[config.mk]
export PLATFORM = sky130hd
export DESIGN_NAME = online_addsub_serial
export DESIGN_NICKNAME = d
export VERILOG_FILES = /design/src/rtl/online_sd_pkg.sv /design/src/rtl/online_sd_lane.sv /design/src/rtl/online_addsub_serial.sv
export SDC_FILE = /design/constraint.sdc
export NUM_CORES = 1
export LEC_CHECK = 0
export ABC_AREA = 1
export ABC_CLOCK_PERIOD_IN_PS = 3400
export CELL_PAD_IN_SITES_DETAIL_PLACEMENT = 0
export CELL_PAD_IN_SITES_GLOBAL_PLACEMENT = 1
export CORE_MARGIN = 10
export CORE_UTILIZATION = 35
export DETAILED_ROUTE_END_ITERATION = 6
export PLACE_DENSITY = 0.82
export SLEW_MARGIN = 25
export SYNTH_ARGS = -nofsm -noshare
export SYNTH_HDL_FRONTEND = slang
export SYNTH_SLANG_ARGS = --single-unit
[constraint.sdc]
create_clock -name clk -period 3.4 [get_ports clk]
set_input_delay 0.51 -clock clk [delete_from_list [all_inputs] [get_ports clk]]
set_output_delay 0.51 -clock clk [all_outputs]
set_load 0.01 [all_outputs]
[src/rtl/online_sd_pkg.sv]
// online_sd_pkg: signed-digit encoding, FSM states and digit helpers for the online adder.
package online_sd_pkg;
  localparam logic [1:0] SD_POS = 2'b10;
  localparam logic [1:0] SD_NEG = 2'b01;
  localparam logic [1:0] SD_ZERO = 2'b00;
  typedef enum logic [1:0] {FILL, RUN, FLUSH} state_t;
  function automatic logic signed [1:0] sd_dec(input logic [1:0] d);
    return d == SD_POS ? 2'sd1 : d == SD_NEG ? -2'sd1 : 2'sd0;
  endfunction
  // Subtraction negates y by swapping its {p,n} bits; {1,1} stays zero.
  function automatic logic signed [2:0] sd_sum(input logic [1:0] x, input logic [1:0] y, input logic s);
    return 3'(sd_dec(x)) + 3'(sd_dec(s ? {y[0], y[1]} : y));
  endfunction
  function automatic logic [1:0] sd_enc(input logic signed [2:0] v);
    return v > 0 ? SD_POS : v < 0 ? SD_NEG : SD_ZERO;
  endfunction
endpackage

[src/rtl/online_sd_lane.sv]
// online_sd_lane: one digit stream of the online adder; holds p_{j-1}, w_{j-2} and forms s_{j-2}.
module online_sd_lane
  import online_sd_pkg::*;
(
  input  logic       clk,
  input  logic       rst_n,
  input  logic       i_step,
  input  logic       i_zero,
  input  logic       i_sub,
  input  logic [1:0] i_x,
  input  logic [1:0] i_y,
  output logic [1:0] o_s
);
  logic signed [2:0] r_p, w_p, w_t;
  logic signed [1:0] r_w, w_w;
  always_comb begin
    w_p = i_zero ? 3'sd0 : sd_sum(i_x, i_y, i_sub);
    w_w = (r_p == 3'sd1 || r_p == -3'sd1) ? (w_p[2] ? 2'sd1 : -2'sd1) : 2'sd0;
    w_t = (r_p - 3'(w_w)) >>> 1;
  end
  assign o_s = sd_enc(3'(r_w) + w_t);
  always_ff @(posedge clk or negedge rst_n)
    if (!rst_n) begin
      r_p <= '0;
      r_w <= '0;
    end else if (i_step) begin
      r_p <= w_p;
      r_w <= w_w;
    end
endmodule

[src/rtl/online_addsub_serial.sv]
// online_addsub_serial: MSD-first radix-2 signed-digit add/sub, online delay 2, LANES streams.
module online_addsub_serial
  import online_sd_pkg::*;
#(
  parameter int NDIG  = 8,
  parameter int LANES = 1
) (
  input  logic               clk,
  input  logic               rst_n,
  input  logic               in_vld,
  output logic               in_rdy,
  input  logic               sub,
  input  logic [2*LANES-1:0] x,
  input  logic [2*LANES-1:0] y,
  output logic [2*LANES-1:0] res,
  output logic               out_vld,
  input  logic               out_rdy,
  output logic               out_first,
  output logic               out_last
);
  localparam int CW = $clog2(NDIG + 2);
  state_t r_state;
  logic [CW-1:0] r_cnt;
  logic r_sub, w_free, w_acc, w_step, w_zero, w_lsub;
  logic [2*LANES-1:0] w_s;
  always_comb begin
    w_free = !out_vld || out_rdy;
    in_rdy = rst_n && (r_state == FILL || (r_state == RUN && w_free));
    w_acc  = in_vld && in_rdy;
    w_zero = r_state == FLUSH;
    w_step = w_zero ? w_free : w_acc;
    w_lsub = r_state == FILL ? sub : r_sub;
  end
  for (genvar i = 0; i < LANES; i++) begin : g_lane
    online_sd_lane u_lane (
      .clk    (clk),
      .rst_n  (rst_n),
      .i_step (w_step),
      .i_zero (w_zero),
      .i_sub  (w_lsub),
      .i_x    (x[2*i+:2]),
      .i_y    (y[2*i+:2]),
      .o_s    (w_s[2*i+:2])
    );
  end
  // r_cnt is the step index within the frame: 1..NDIG for digits, NDIG+1 for the final flush step.
  always_ff @(posedge clk or negedge rst_n)
    if (!rst_n) begin
      r_state   <= FILL;
      r_cnt     <= '0;
      r_sub     <= 1'b0;
      res       <= '0;
      out_vld   <= 1'b0;
      out_first <= 1'b0;
      out_last  <= 1'b0;
    end else begin
      if (w_step && r_state != FILL) begin
        out_vld   <= 1'b1;
        res       <= w_s;
        out_first <= r_cnt == CW'(1);
        out_last  <= r_cnt == CW'(NDIG + 1);
      end else if (out_rdy) out_vld <= 1'b0;
      if (w_step) begin
        r_cnt   <= r_cnt == CW'(NDIG + 1) ? '0 : r_cnt + 1'b1;
        r_state <= r_state == FILL ? RUN :
                   r_state == RUN && r_cnt == CW'(NDIG - 1) ? FLUSH :
                   r_state == FLUSH && r_cnt == CW'(NDIG + 1) ? FILL : r_state;
        if (r_state == FILL) r_sub <= sub;
      end
    end
endmodule

* Yosys cells after proc, flatten, opt, wreduce, memory -nomap -nowiden
Cells that the tools add are included.
Operators by class: $add $sub $neg 4, $lt $le $gt $ge 2, equal/unequal tests 11, mux-type cells 18, reductions and logical operators 15
Operators by type and width (number):
- 2-bit two-way mux | 11
- 2-bit by 2-bit adder with 3-bit output | 2
- 2-bit by 1-bit equality test with 1-bit output (second input constant) | 3
- 2-bit equality test (second input constant) | 3
- 1-bit logical AND | 6
- 1-bit two-way mux | 5
- 4-bit by 1-bit adder with 4-bit output (second input constant) | 1
- 4-bit by 1-bit equality test with 1-bit output (second input constant) | 1
- 4-bit by 3-bit equality test with 1-bit output (second input constant) | 1
- 4-bit equality test (second input constant) | 1
- 4-bit two-way mux | 1
- 2-bit nonzero test | 2
- 3-bit by 1-bit equality test with 1-bit output (second input constant) | 1
- 3-bit by 2-bit equality test with 1-bit output (second input constant) | 1
- 3-bit by 1-bit greater-than comparator with 1-bit output (second input constant) | 1
- 1-bit logical OR | 3
- 3-bit by 1-bit less-than comparator with 1-bit output (second input constant) | 1
- 3-bit two-way mux | 1
- 3-bit nonzero test | 1
- 3-bit by 2-bit subtractor with 3-bit output | 1
- 2-bit logical NOT | 1
- 2-bit AND reduction | 1
- 1-bit logical NOT | 1
Storage, ports and cells: bits in registers 17, word-level logic and storage cells 59

* Longest topological paths before layout
word-level depth 15, gate-level depth with buffers 19

* By module
Synthesis repeated with hierarchy kept, for this count alone.
Unflattened totals: cell total of the unflattened synthesis 129, area total of the unflattened synthesis 1073.5 µm²
By module, submodules not included:
- online_addsub_serial | times used 1, cells each 81, area each 660.6 µm², sequential area each 300.3 µm²
- online_sd_lane | times used 1, cells each 48, area each 412.9 µm², sequential area each 125.1 µm²

* Worst setup path after synthesis
No wires, ideal clock.
path kind reg2reg, start reg r_state[0], end reg res[1], setup time 0.123 ns, arrival time 2.933 ns, path slack 0.344 ns, cell stages (with the launch flop) 19, buffers on the path 0, period minus slack after synthesis 3.056 ns, path through dfrtp_1 -> inv_1 -> nand2_1 -> nand2_1 -> o21ai_1 -> inv_1 -> nand2_1 -> o211ai_1 -> fa_1 -> nor2_1 -> nor2_1 -> inv_1 -> fa_1 -> xor2_1 -> xor2_1 -> inv_1 -> fa_1 -> o21ai_0 -> o21ai_1
On the way: word-level cells in the longest chain between the ends 14, elaborated cells on any way between the ends 24, those cells by class add/sub (3); order compare (1); eq/ne (4); mux (9); reduce/logical (7)
Ends and longest elaborated chain:
- from (decl) | line online_addsub_serial.sv:22 | state_t r_state;
- from (signal assigned) | line online_addsub_serial.sv:65 | r_state <= r_state == FILL ? RUN :
- 2-bit logical NOT | line online_addsub_serial.sv:28, online_addsub_serial.sv:32
- 1-bit two-way mux
- 2-bit two-way mux | line online_sd_pkg.sv:12 | return 3'(sd_dec(x)) + 3'(sd_dec(s ? {y[0], y[1]} : y));
- 2-bit by 1-bit equality test with 1-bit output | line online_sd_pkg.sv:8 | return d == SD_POS ? 2'sd1 : d == SD_NEG ? -2'sd1 : 2'sd0;
- 2-bit two-way mux (2 in a row) | line online_sd_pkg.sv:8
- 2-bit by 2-bit adder with 3-bit output | line online_sd_pkg.sv:12
- 3-bit two-way mux | line online_sd_lane.sv:17 | w_p = i_zero ? 3'sd0 : sd_sum(i_x, i_y, i_sub);
- 2-bit two-way mux (2 in a row) | line online_sd_lane.sv:18 | w_w = (r_p == 3'sd1 || r_p == -3'sd1) ? (w_p[2] ? 2'sd1 : -2'sd1) : 2'sd0;
- 3-bit by 2-bit subtractor with 3-bit output | line online_sd_lane.sv:19 | w_t = (r_p - 3'(w_w)) >>> 1;
- 2-bit by 2-bit adder with 3-bit output | line online_sd_lane.sv:21 | assign o_s = sd_enc(3'(r_w) + w_t);
- 3-bit by 1-bit greater-than comparator with 1-bit output | line online_sd_pkg.sv:15 | return v > 0 ? SD_POS : v < 0 ? SD_NEG : SD_ZERO;
- 2-bit two-way mux | line online_sd_pkg.sv:15
- to (signal assigned) | line online_addsub_serial.sv:59 | res <= w_s;
- to (decl) | line online_addsub_serial.sv:15 | output logic [2*LANES-1:0] res,
Parallel ways exist; a longest one is shown, timed or not. A chain may end at the register's enable or synchronous reset.

* Worst setup path after layout
start in x[1], end reg res[1]
On the way: word-level cells in the longest chain between the ends 11, elaborated cells on any way between the ends 12, those cells by class add/sub (3); order compare (1); eq/ne (2); mux (6)
Ends and longest elaborated chain:
- from (decl) | line online_addsub_serial.sv:13 | input logic [2*LANES-1:0] x,
- 2-bit by 1-bit equality test with 1-bit output | line online_sd_pkg.sv:8
- 2-bit two-way mux | line online_sd_pkg.sv:8
- 2-bit two-way mux * | line online_sd_pkg.sv:8
- 2-bit by 2-bit adder with 3-bit output * | line online_sd_pkg.sv:12
- 3-bit two-way mux * | line online_sd_lane.sv:17
- 2-bit two-way mux * (2 in a row) | line online_sd_lane.sv:18
- 3-bit by 2-bit subtractor with 3-bit output * | line online_sd_lane.sv:19
- 2-bit by 2-bit adder with 3-bit output * | line online_sd_lane.sv:21
- 3-bit by 1-bit greater-than comparator with 1-bit output * | line online_sd_pkg.sv:15
- 2-bit two-way mux * | line online_sd_pkg.sv:15
Mark *: on every way between the ends. The rest lies on a longest branch, timed or not.

==> results.sh <==
export IMPL_r2r_slack_ns=0.28
export IMPL_ant_nets=0
export IMPL_max_freq_ghz=0.312
export IMPL_power_density_nw_per_um2=808
export IMPL_hold_violations=0
export IMPL_rsz0062_at_grt="false"
export IMPL_worstPathMaxFanout=2
export IMPL_end_kind="flip-flop"
export IMPL_synthSimpleGateAreaFrac=0.238
export IMPL_grt_overflow_total=0
export IMPL_ios=15
export IMPL_p_total_mw=1.04
export IMPL_hold_path_class="flip-flop to flip-flop"
export IMPL_cts_buffers=3
export IMPL_avgSynthCellArea_um2=8.31
export IMPL_finalWirelength_mm=1.91
export IMPL_first_global_vias=795
export IMPL_worstHoldPathCells=2
export IMPL_drt_first_pass_iters=4
export IMPL_wl_met2_um=865
export IMPL_wl_per_cell_um=10.7
export IMPL_cts_htree_levels=1
export IMPL_layout_drive_gt1_share=0.162
export IMPL_synth_compound_area_frac=0.0980
export IMPL_whs_endpoint="out_first"
export IMPL_period_needed_ns=3.20
export IMPL_max_cap_viol_count=0
export IMPL_avgViaCountPerCell=4.63
export IMPL_dp_hpwl_mm=1.55
export IMPL_worst_clock_skew_ns=0.0138
export IMPL_antenna_cells=0
export IMPL_holdWs_ns=0.503
export IMPL_synth_area_um2=1050
export IMPL_num_vias=829
export IMPL_die_h_um=74.7
export IMPL_ys_ff_latch=17
export IMPL_drc=0
export IMPL_seq_area_frac_synth=0.406
export IMPL_stdcell_count=179
export IMPL_die_area_um2=5580
export IMPL_rr_worst_depth=17
export IMPL_nFillCells=298
export IMPL_grt_util_all_layers=0.0741
export IMPL_ys_types=21
export IMPL_finalCritPeriodShare=0.941
export IMPL_synth_warnings=0
export IMPL_synth_edf_count=0
export IMPL_synthTopCellsByArea="dfrtp_1 (41%), nand2_1 (11%), fa_1 (7.6%)"
export IMPL_start_kind="input pin"
export IMPL_fin_nets=165
export IMPL_r2r_start="r_state[0]"
export IMPL_synth_area_mux_share=0
export IMPL_synthAdderAreaFrac=0.112
export IMPL_cp_arrival_ns=3.40
export IMPL_ys_async_sr_fraction=1.00
export IMPL_core_area_um2=2810
export IMPL_gp_congestion=0.779
export IMPL_status="finished clean"
export IMPL_ctsRootBufferMaster="clkbuf_4"
export IMPL_worstHoldStart="out_first"
export IMPL_synthCells=126
export IMPL_highest_layer="met3"
export IMPL_setup_violations=0
export IMPL_synth_commonest_cells="nand2_1 (30), inv_1 (21), dfrtp_1 (17)"
export IMPL_insertion_delay_ns=0.30
export IMPL_vdd_drop_max_mv=0.301
export IMPL_cts_sinks=17
export IMPL_grt_pass1_wl_mm=3.31
export IMPL_start_util=0.373
export IMPL_clock_path_buffers=2
export IMPL_slew_viol_final=0
export IMPL_wl_met1_um=920
export IMPL_critPathRequiredTime_ns=3.60
export IMPL_die_w_um=74.7
export IMPL_rr_endpoint="res[1]"
export IMPL_cts_hold_buf=0
export IMPL_ys_flop_type="dfrtp_1"
export IMPL_grt_max_degree=18
export IMPL_synth_nets=142
export IMPL_critical_path_class="input pin to flip-flop"
export IMPL_area_delta_synth_final_pct=22.8
export IMPL_cts_tree="yes"
export IMPL_clk_pin_slew_ns=0.12
export IMPL_synth_top_area_cell="dfrtp_1"
export IMPL_io_buffers=14
export IMPL_yosysTopAreaCellShare=0.406
export IMPL_cellLeakagePower_nw=0.635
export IMPL_row_count=19
export IMPL_wl_met3_um=121
export IMPL_synth_top_family_by_area="simple AND/OR/NAND/NOR gates"
export IMPL_drt_iter0_drc=31
export IMPL_dp_cells=174
export IMPL_synth_xor_area_frac=0.0406
export IMPL_antenna_found_initial=0
export IMPL_synth_most_common_cell="nand2_1"
==> how the worst max path moves through the flow <==
stage | slack [ns] | startpoint | to | cells past startpoint
CTS | 0.11 | x[1] | res[1] | 16
global placement | -0.23 | x[1] | res[1] | 16
floorplan | 0.34 | r_state[0] | res[1] | 18
finish | 0.20 | x[1] | res[1] | 16
global route | 0.01 | x[1] | res[1] | 16
detailed placement | -0.22 | x[1] | res[1] | 16
==> stage by stage <==
| step | util | setup slack (ns) | TNS [ns] | cell area [um^2] |
|---|---|---|---|---|
| 6_report | 0.459 | 0.200 | 0 | 1290 |
| 5_1_grt | 0.459 | 0.0104 | 0 | 1290 |
| 4_1_cts | 0.451 | 0.106 | 0 | 1270 |
| 3_5_place_dp | 0.441 | -0.223 | -0.273 | 1240 |
| 3_3_place_gp | 0.441 | -0.229 | -0.270 | 1240 |
| 2_1_floorplan | - | 0.344 | 0 | 1050 |
==> worst max-delay path: stages <==
cell	delay (ns)
clkdlybuf4s50_1	0.45
inv_1	0.04
ha_1	0.26
inv_1	0.04
ha_1	0.18
fa_2	0.34
nor2_1	0.14
nor2_1	0.07
inv_1	0.09
fa_2	0.23
xor2_2	0.15
xor2_1	0.18
inv_2	0.07
fa_1	0.45
o21ai_1	0.13
o21ai_1	0.08
==> flip-flops by register name, summed over array words and instances (netlist names) <==
register           flops
r_state                2
r_cnt                  4
g_lane.u_lane.r_w      2
res                    2
out_last               1
r_sub                  1
g_lane.u_lane.r_p      3
out_vld                1
out_first              1
==> power by group <==
| group | switching, mW | internal (mW) |
|---|---|---|
| clock | 0.0687 | 0.0447 |
| sequential | 0.0725 | 0.291 |
| combinational | 0.311 | 0.252 |
==> kinds of logic (layout without fill, tap and decap cells) <==
group	Yosys count	count (layout)
buf+inv	24	46
xor+xnor	4	4
simple gates	54	54
flops	17	17
other cells	1	1
compound gates	19	19
fa+ha+maj	7	7
==> cell usage in the layout, fill, tap and decap left out, drive strengths merged <==
cell type | synthesis | final
nand2 | 33 | 33
inv | 23 | 23
dfrtp | 17 | 17
o21ai | 17 | 17
clkdlybuf4s50 | 0 | 14
nand3 | 11 | 11
nor2 | 10 | 10
buf | 1 | 5
xor2 | 4 | 4
fa | 4 | 4
ha | 3 | 3
clkbuf | 0 | 3
o211ai | 1 | 1
o22ai | 1 | 1
conb | 1 | 1
clkinvlp | 0 | 1
==> repair_timing <==
action | CTS | global route
gates resized for setup | 0 | 5
endpoints found under the setup margin | 0 | 1
buffers inserted | 0 | 1
==> per-layer routing <==
layer,vias up,track usage
met5,-,0
met4,0,0.0252
met3,0,0.0276
met2,15,0.112
met1,380,0.0948
li1,434,-
==> area by class of cell <==
class                      instances  area, um^2  share of cell area
timing repair buffer              19         178               0.138
clock inverter                     1        7.51             0.00584
multi-input combinational         85         528               0.411
inverter                          23        86.3              0.0671
sequential                        17         425               0.331
tap                               31        38.8              0.0302
clock buffer                       3        22.5              0.0175
No activity file was read; power rests on OpenSTA's default activity.
